File: src/rtl/seg_scan_mux.sv
// seg_scan_mux: multiplexed active-low common-anode 7-segment scanner with a mode-gated AM/PM slot.
// Optional blink of masked slots (field-being-set indication) is enabled with `define SEG_SCAN_BLINK_EN.
module seg_scan_mux #(
    parameter int                NUM_DIGITS = 4,
    parameter int                SCAN_DIV   = 100000,
    parameter int                MODE_W     = 2,
    parameter int                AP_DIGIT   = 3,
    parameter logic [MODE_W-1:0] AP_MODE    = 2'b01
`ifdef SEG_SCAN_BLINK_EN
    ,
    parameter int                BLINK_DIV  = 256
`endif
) (
    input  logic                            clk,
    input  logic                            reset,
    input  logic [MODE_W-1:0]               mode,
    input  logic [7*NUM_DIGITS-1:0]         seg_in,
    input  logic [NUM_DIGITS-1:0]           digit_en,
    input  logic                            ap_i,
`ifdef SEG_SCAN_BLINK_EN
    input  logic [NUM_DIGITS-1:0]           blink_mask,
`endif
    output logic [NUM_DIGITS-1:0]           an_o,
    output logic [6:0]                      seg_o,
    output logic [$clog2(NUM_DIGITS)-1:0]   digit_idx
);
    localparam int IW = $clog2(NUM_DIGITS);
    localparam int PW = $clog2(SCAN_DIV);
    localparam logic [6:0] SEG_A   = 7'b0001000;
    localparam logic [6:0] SEG_P   = 7'b0001100;
    localparam logic [6:0] SEG_OFF = 7'b1111111;

    logic [PW-1:0]         presc_q, presc_d;
    logic [IW-1:0]         idx_q, idx_d;
    logic [NUM_DIGITS-1:0] an_q, an_d;
    logic [6:0]            seg_q, seg_d;
    logic [6:0]            slot_seg;
    logic                  tick, is_ap, lit, blink_off;

`ifdef SEG_SCAN_BLINK_EN
    localparam int FW = BLINK_DIV > 1 ? $clog2(BLINK_DIV) : 1;

    logic [FW-1:0] frame_q, frame_d;
    logic          phase_q, phase_d, frame_end, frame_wrap;

    // Frame counter advances once per full scan; its wrap flips the blink phase
    always_comb begin
        frame_end  = tick && idx_q == IW'(NUM_DIGITS-1);
        frame_wrap = frame_q == FW'(BLINK_DIV-1);
        frame_d    = frame_end ? (frame_wrap ? '0 : frame_q + 1'b1) : frame_q;
        phase_d    = (frame_end && frame_wrap) ? ~phase_q : phase_q;
    end

    // Blink state registers
    always_ff @(posedge clk or posedge reset) begin
        if (reset) begin
            frame_q <= '0;
            phase_q <= 1'b0;
        end else begin
            frame_q <= frame_d;
            phase_q <= phase_d;
        end
    end

    assign blink_off = phase_q & blink_mask[idx_q];
`else
    assign blink_off = 1'b0;
`endif

    // Prescaler/index next state and the output pattern for the current slot
    always_comb begin
        tick     = presc_q == PW'(SCAN_DIV-1);
        presc_d  = tick ? '0 : presc_q + 1'b1;
        idx_d    = tick ? (idx_q == IW'(NUM_DIGITS-1) ? '0 : idx_q + 1'b1) : idx_q;
        is_ap    = idx_q == IW'(AP_DIGIT);
        slot_seg = is_ap ? (ap_i ? SEG_P : SEG_A) : seg_in[7*idx_q +: 7];
        lit      = !tick && digit_en[idx_q] && !blink_off && (!is_ap || mode == AP_MODE);
        an_d     = lit ? ~(NUM_DIGITS'(1) << idx_q) : '1;
        seg_d    = lit ? slot_seg : SEG_OFF;
    end

    // Scan state and registered outputs; loading blank on tick gives one dark cycle per slot
    always_ff @(posedge clk or posedge reset) begin
        if (reset) begin
            presc_q <= '0;
            idx_q   <= '0;
            an_q    <= '1;
            seg_q   <= SEG_OFF;
        end else begin
            presc_q <= presc_d;
            idx_q   <= idx_d;
            an_q    <= an_d;
            seg_q   <= seg_d;
        end
    end

    assign an_o      = an_q;
    assign seg_o     = seg_q;
    assign digit_idx = idx_q;
endmodule

File: config.mk
export PLATFORM = sky130hd
export DESIGN_NAME = seg_scan_mux
export DESIGN_NICKNAME = d
export VERILOG_FILES = /design/src/rtl/seg_scan_mux.sv
export SDC_FILE = /design/constraint.sdc
export NUM_CORES = 1
export LEC_CHECK = 0
export BUFFER_PORTS_ARGS = -buffer_cell sky130_fd_sc_hd__buf_2
export CORE_MARGIN = 5
export CORE_UTILIZATION = 50
export DETAILED_ROUTE_END_ITERATION = 8
export GPL_TIMING_DRIVEN = 0
export PLACE_DENSITY = 0.75
export SYNTH_ARGS = -nofsm -noshare
export SYNTH_HDL_FRONTEND = slang
export SYNTH_SLANG_ARGS = --single-unit
File: constraint.sdc
create_clock -name clk -period 1.9 [get_ports clk]
set_input_delay 0.285 -clock clk [delete_from_list [all_inputs] [get_ports clk]]
set_output_delay 0.285 -clock clk [all_outputs]
set_load 0.01 [all_outputs]
Word-level counts from Yosys, hierarchy flattened
Cells that the tools add are included.
Storage, ports and cells
  register bits: 30
  output and inout port bits: 13
Operators by class
  add/sub/neg operators: 2
  multipliers: 1
  magnitude comparators: 1
  equality and inequality tests: 3
  shift operators: 2
  mux-type cells: 8
  bitwise gates (word level): 1
  reduce and logical (&&, ||, !) cells: 5
Operators with widths (number)
  $shiftx A28 B6 Y7: 1
  $add A17 B1 Y17 const B: 1
  $eq A17 B17 Y1 const B: 1
  $mux W17: 1
  $mux W7: 2
  $mul A3 B2 Y5 const A: 1
  $mux W4: 1
  $not A4 Y4: 1
  $shl A1 B2 Y4 const A: 1
  $lt A2 B3 Y1 const B: 1
  $mux W3: 1
  $add A2 B1 Y2 const B: 1
  $bmux W1 S2: 1
  $eq A2 B1 Y1 const B: 1
  $eq A2 B2 Y1 const B: 1
  $logic_and A1 B1 Y1: 2
  $logic_not A1 Y1: 2
  $mux W2: 1
  $logic_or A1 B1 Y1: 1
  $mux W1: 1

Logic depth before layout (Yosys ltp)
Gate-level depths: netlist (run 1).
  word-level depth: 5
  depth in mapped cells: 6
  depth with buffers taken out: 5

Worst setup path after synthesis (run 1)
No wires, ideal clock.
  path type: reg2reg
  start: reg presc_q[12]
  end: reg idx_q[1] (netlist: digit_idx[1])
  arrival time: 1.604 ns
  data required time: 1.775 ns
  slack: 0.171 ns
  cell stages (with the launch flop): 5
  buffers on the path: 0
  cell sequence: dfrtp_1 -> or4b_4 -> nor2_1 -> and4_1 -> mux2_2
On the way
  cells in the longest elaborated chain, start to end: 1
Ends and longest elaborated chain
  from (decl): RTL line 33  | logic [PW-1:0] presc_q, presc_d;
  from (signal assigned): RTL line 90  | presc_q <= presc_d;
  $eq A17 B17 Y1: RTL line 72  | tick = presc_q == PW'(SCAN_DIV-1);
  to (signal assigned): RTL line 91  | idx_q <= idx_d;
  to (decl): RTL line 34  | logic [IW-1:0] idx_q, idx_d;
Every way passes these cells.
A chain may end at the register's enable or synchronous reset.

Worst setup path in the final report (run 1)
Same ends and word-level chain as after synthesis.

==> reports/results.txt, run 1 <==
Post-route DRC: 0
# port buffers: 49
GRT overflow: 0
initial antenna violation count: 0
Synth Area in Compound Gates: 0.0576
setup ws final: 79.7 ps
largest net degree at the start of global routing: 31
startpoint types: register
launch point of the worst reg-to-reg path: presc_q[12]
Slew @ Worst Pin: 1100 ps
CP startpoint: presc_q[12]
HPWL Detailed: 2.77 mm
min Tclk post-route: 1820 ps
Rel. slew slack: 0.263
Post-Synthesis Cells: 135
Seq cells post-synth: 30
syn_area_per_cell: 11.9 um^2
Max-Cap Viols: 0
clk sink count: 30
period utilization: 0.958
Critical Path AT: 2050 ps
r2r endpoint: digit_idx[1]
CTS tree: built
H-tree lvl count: 2
VDD IR max: 423 uV
gr usage total: 0.174
area delta synth->final: 22.1%
antenna cells: 0
remaining antenna violation count after routing: 0
Clock Tree Buf Depth: 2
Die Width: 66.7 um
YS warnings: 0
Post-Syn Nets: 177
kind of critical path: reg -> reg
Final nets: 233
vias in the first global route: 1220
Worst R2R Path Depth: 4
Synth Area in Adders: 0.0389
CP Capture Point: digit_idx[1]
Final Setup Violations: 0
Fin Setup TNS: 0 ps
Die ar.: 0.00445 mm^2
post-synthesis xor/xnor area fraction: 0.0817
DR vias: 1198
Distinct cells, synth: 32
Post-CTS Setup Bufs: 0
max-slew violation count: 0
layout cell share with drive strength beyond 1: 0.469
vias per cell: 5.08
Num CTS Buffers: 5
Die H: 66.7 um
f_max: 549 MHz
Hold WC Path Type: in -> reg
RSZ-0062 raised after global routing: no
Skew-Pair Late Insertion Delay: 330 ps
DP Worst Slack: 44.9 ps
post-synthesis simple-gate area fraction: 0.172
Detailed Route WL: 3.50 mm
multiplexer area fraction after synthesis: 0.125
setup slack, reg-to-reg: 80 ps
leakage power: 0.873 nW
Std-Cell Rows: 20
wire length per cell after detailed routing: 14.8 um
Max Clock Skew: 14.0 ps
endpoint class of the critical path: register
sequential share of the synthesized area: 0.475
core area: 0.00308 mm^2
power per cell area: 564 mW/mm^2
critical path fanouts, max: 5
Final Hold Fails: 0
first-pass GRT wire length: 5.75 mm
outcome: finished clean
Root Buffer: clkbuf_4
synthesized cell area: 0.00161 mm^2
first-pass detailed-route iteration total: 4
largest family of logic cells by synthesized area: simple AND/OR/NAND/NOR gates
Crit path required time: 2130 ps
post-layout util: 0.638
I/O pin cnt: 50
initial drt markers: 60
Initial Util: 0.522
gp weighted congestion: 0.823
clk slew on worst S/H paths: 90 ps
-- power by group --
group | switching (mW) | internal [mW] | total (mW)
combinational | 0.0441 | 0.0507 | 0.0948
clock | 0.209 | 0.147 | 0.356
sequential | 0.00232 | 0.654 | 0.656
total | 0.255 | 0.851 | 1.11
-- cell usage in the layout, fill, tap and decap left out, types with 2 or more instances in the layout --
cell type and n:
xnor2_1 13, nor2_1 14, clkbuf_4 5, nand3_1 7, nor3_1 2, clkbuf_1 3, ha_1 5, buf_4 2
nor4_1 2, o21ai_2 5, inv_1 9, buf_2 49, mux4_2 8, xor2_1 2, dfstp_2 11, nand2_1 12
nand4_1 5, dfrtp_1 18
-- synthesized netlist by cell type (all sizes together) --
master    n  area, um^2
clkbuf    2        18.8
nor3      2        10.0
nand4     5        31.3
a21oi     1        16.3
nand4bb   1        11.3
nor4      2        12.5
o21ai     6        48.8
mux2i     1        10.0
ha        5        62.6
xor2      2        17.5
buf       3        26.3
xnor2    13         114
or4bb     1        11.3
nor3b     1        7.51
mux4      8         180
o41ai     1        27.5
or3       1        6.26
nor2b     1        6.26
nand2b    1        6.26
inv       9        33.8
nand3     7        35.0
nand2    12        45.0
and4      2        17.5
dfrtp    19         475
or4b      1        13.8
mux2      1        11.3
nor2     15        56.3
dfstp    11         289
and2      1        6.26
-- per-stage QoR --
stage          hold WS [ps]  cell area (um^2)  power [mW]  cells
2_1_floorplan           368              1610       0.712    135
3_3_place_gp            472              1910       0.761    228
3_5_place_dp            481              1910       0.764    228
4_1_cts                 174              1960        1.11    236
5_1_grt                 187              1960        1.16    236
6_report                182              1960        1.11    236
-- logic make-up after synthesis --
| family | after synthesis |
|---|---|
| AOI/OAI and AO/OA | 8 |
| and+or+nand+nor | 53 |
| xor gates and xnor gates | 15 |
| buffers and inverters | 14 |
| adders and majority gates | 5 |
| muxes | 10 |
| DFF | 30 |
-- critical path: stages (launching register included) --
cell and delay (ps):
dfrtp_2 450, or4b_4 580, nor2_2 130, and4_4 240
mux2_2 320
-- timing repair --
action	in CTS	in global routing
endpoints found under the hold margin	0	0
setup endpoints to repair	0	1
resized for setup	0	3
hold buffers	0	0
-- cell type report --
| class | count | area, um^2 |
|---|---|---|
| buffer | 5 | 45.0 |
| clock buffer | 8 | 48.8 |
| fill | 264 | 1110 |
| inverter | 9 | 33.8 |
| multi-input combinational | 91 | 769 |
| sequential | 30 | 766 |
| tap | 44 | 55.1 |
| timing repair buffer | 49 | 245 |
-- registers in the layout (all words and copies together) (netlist names) --
name and count:
digit_idx 2, an_o 4, seg_o 7, presc_q 17
-- how the worst min path moves through the flow --
stage,startpoint,end,slack (ps),depth (start not counted)
after global placement,presc_q[0],presc_q[0],470,1
after detailed placement,presc_q[0],presc_q[0],480,1
final,ap_i,seg_o[2],180,3
after global routing,ap_i,seg_o[2],190,3
after CTS,ap_i,seg_o[2],170,3
after floorplan,reset,digit_idx[0],370,1
-- routing by layer --
| metal | global-route usage | vias to the layer above | part of all wire |
|---|---|---|---|
| li1 | - | 580 | - |
| met1 | 0.227 | 585 | 0.42 |
| met2 | 0.265 | 23 | 0.52 |
| met3 | 0.0607 | 10 | 0.038 |
| met4 | 0.0685 | 0 | 0.026 |
| met5 | 0 | - | 0 |
No activity file was read; power rests on OpenSTA's default activity.
==> run 2, diff against run 1 <==
--- a/config.mk
+++ b/config.mk
@@ -6,10 +6,10 @@
 export NUM_CORES = 1
 export LEC_CHECK = 0
 export BUFFER_PORTS_ARGS = -buffer_cell sky130_fd_sc_hd__buf_2
-export CORE_MARGIN = 5
 export CORE_UTILIZATION = 50
 export DETAILED_ROUTE_END_ITERATION = 8
 export GPL_TIMING_DRIVEN = 0
+export MAX_ROUTING_LAYER = met4
 export PLACE_DENSITY = 0.75
 export SYNTH_ARGS = -nofsm -noshare
 export SYNTH_HDL_FRONTEND = slang
==> run 2 against run 1 <==
Compared with the run above: total power rose by 3.3%; count of clock-buffer cells in the layout fell by 1; clock skew fell by 4.2 ps; wire length fell by 5.7%; highest routed layer unchanged; die area fell by 23%; final cell count did not move; largest power group unchanged; global-route usage rose by 3.7 points; sequential power barely moved; fmax fell by 2.4%; first-iteration DRC count fell by 52%; non-clock buffer count did not move; cell area rose by 0.51%.
==> reports/results.txt, run 2 (synthesis results as in run 1) <==
setup ws final: 35.6 ps (-44.1 ps)
Max Clock Skew: 9.84 ps (-4.15 ps)
area delta synth->final: 22.7%
layout cell share with drive strength beyond 1: 0.474 (+0.00521)
clk slew on worst S/H paths: 90 ps (about the same)
Clock Tree Buf Depth: 2 (unchanged)
HPWL Detailed: 2.57 mm (-7.3%)
setup slack, reg-to-reg: 40 ps (-40 ps)
endpoint class of the critical path: register
Fin Setup TNS: 0 ps (unchanged)
CTS tree: built
placed inst area: 0.00191 mm^2 (unchanged)
DR vias: 1191 (-0.58%)
Hold WC Path Type: in -> reg
final instance area: 0.00197 mm^2 (+0.51%)
Die ar.: 0.00345 mm^2 (-23%)
Detailed Route WL: 3.31 mm (-5.7%)
startpoint types: register
Final nets: 233 (unchanged)
leakage power: 0.883 nW (+1.2%)
max-slew violation count: 0 (unchanged)
post-layout util: 0.646 (+0.00851)
GRT overflow: 0 (unchanged)
first-pass detailed-route iteration total: 4 (unchanged)
RSZ-0062 raised after global routing: no
largest net degree at the start of global routing: 31 (unchanged)
power per cell area: 579 mW/mm^2 (+2.8%)
VDD IR max: 439 uV (+3.8%)
min Tclk post-route: 1860 ps (+44.1 ps)
antenna cells: 0 (unchanged)
clk sink count: 30 (unchanged)
Critical Path AT: 2070 ps (+20 ps)
I/O pin cnt: 50 (unchanged)
gp weighted congestion: 0.849 (+3.2%)
Die Width: 58.7 um (-12%)
outcome: finished clean
# port buffers: 49 (unchanged)
vias in the first global route: 1132 (-7.2%)
period utilization: 0.981 (+0.0232)
Post-route DRC: 0 (unchanged)
Initial Util: 0.527 (+0.00428)
kind of critical path: reg -> reg
Final Setup Violations: 0 (unchanged)
Largest register FFs: 17 (unchanged)
initial antenna violation count: 0 (unchanged)
launch point of the worst reg-to-reg path: presc_q[12]
H-tree lvl count: 2 (unchanged)
Std-Cell Rows: 20 (unchanged)
hold worst-path end: seg_o[2]
core area: 0.00305 mm^2 (-0.81%)
commonest cells after routing, fill and taps aside: 49 x buf_2, 19 x dfrtp_1, 14 x nor2_1
remaining antenna violation count after routing: 0 (unchanged)
f_max: 536 MHz (-2.4%)
Die H: 58.7 um (-12%)
Num CTS Buffers: 5 (unchanged)
first-pass GRT wire length: 5.18 mm (-10%)
Crit path required time: 2110 ps (-20 ps)
Slew @ Worst Pin: 1070 ps (-30.8 ps)
vias per cell: 5.05 (-0.58%)
WHS Path Cells: 3 (unchanged)
Final Hold Fails: 0 (unchanged)
largest register by flop count: presc_q
CTS Hold Bufs: 0 (unchanged)
Hold WS: 201 ps (+18.6 ps)
Max-Cap Viols: 0 (unchanged)
wire length per cell after detailed routing: 14.0 um (-5.7%)
initial drt markers: 29 (-52%)
Worst R2R Path Depth: 4 (unchanged)
worst hold start: ap_i
Root Buffer: clkbuf_4
r2r endpoint: digit_idx[1]
Skew-Pair Late Insertion Delay: 320 ps (about the same)
Rel. slew slack: 0.284 (+0.0205)
gr usage total: 0.211 (+0.0368)
Post-CTS Setup Bufs: 0 (unchanged)
most common cell after layout, fill and taps aside: buf_2
DP Worst Slack: 26.8 ps (-18.1 ps)
critical path fanouts, max: 5 (unchanged)
[run 2: changes by cell type in the layout (fill, tap and decap cells not counted), sizes merged]
cell | before | now
clkbuf | 10 | 9
clkinv | 0 | 1
[run 2: worst max-delay path: stages, from the launching register on]
cell and delay (ps):
dfrtp_1 440, or4b_4 580, nor2_2 140, and4_4 250
mux2_2 330
[run 2: area by class of cell]
type | count | area [um^2]
clock buffer | 7 | 55.1
sequential | 30 | 764
multi-input combinational | 91 | 769
fill | 253 | 1080
timing repair buffer | 49 | 245
inverter | 9 | 33.8
clock inverter | 1 | 5.00
buffer | 5 | 45.0
tap | 44 | 55.1
[run 2: what timing repair did]
item                                    CTS  global route
endpoints found under the setup margin    0             1
resized for setup                         0             2
hold endpoints to repair                  0             0
[run 2: worst max path at each step]
stage	start	end	slack, ps
detailed placement	presc_q[12]	digit_idx[1]	30
CTS	presc_q[12]	digit_idx[1]	10
global placement	presc_q[12]	digit_idx[1]	60
floorplan	presc_q[12]	digit_idx[1]	170
finish	presc_q[12]	digit_idx[1]	40
global route	presc_q[12]	digit_idx[1]	8
[run 2: stage by stage]
stage / cells / power, mW
2_1_floorplan: 135 / 0.712
3_3_place_gp: 228 / 0.760
3_5_place_dp: 228 / 0.764
4_1_cts: 236 / 1.16
5_1_grt: 236 / 1.19
6_report: 236 / 1.14
[run 2: routing by layer]
metal,GRT usage,vias up,share of wire
met5,-,-,0
met4,0.0714,0,0.0079
met3,0.0462,4,0.025
met2,0.319,17,0.50
met1,0.285,593,0.46
li1,-,577,-
[run 2: power by group]
| group | leakage [nW] | switching (mW) | internal (mW) | total (mW) |
|---|---|---|---|---|
| sequential | 0.367 | 0.00208 | 0.654 | 0.656 |
| clock | 0.0353 | 0.214 | 0.179 | 0.393 |
| combinational | 0.481 | 0.0439 | 0.0507 | 0.0946 |
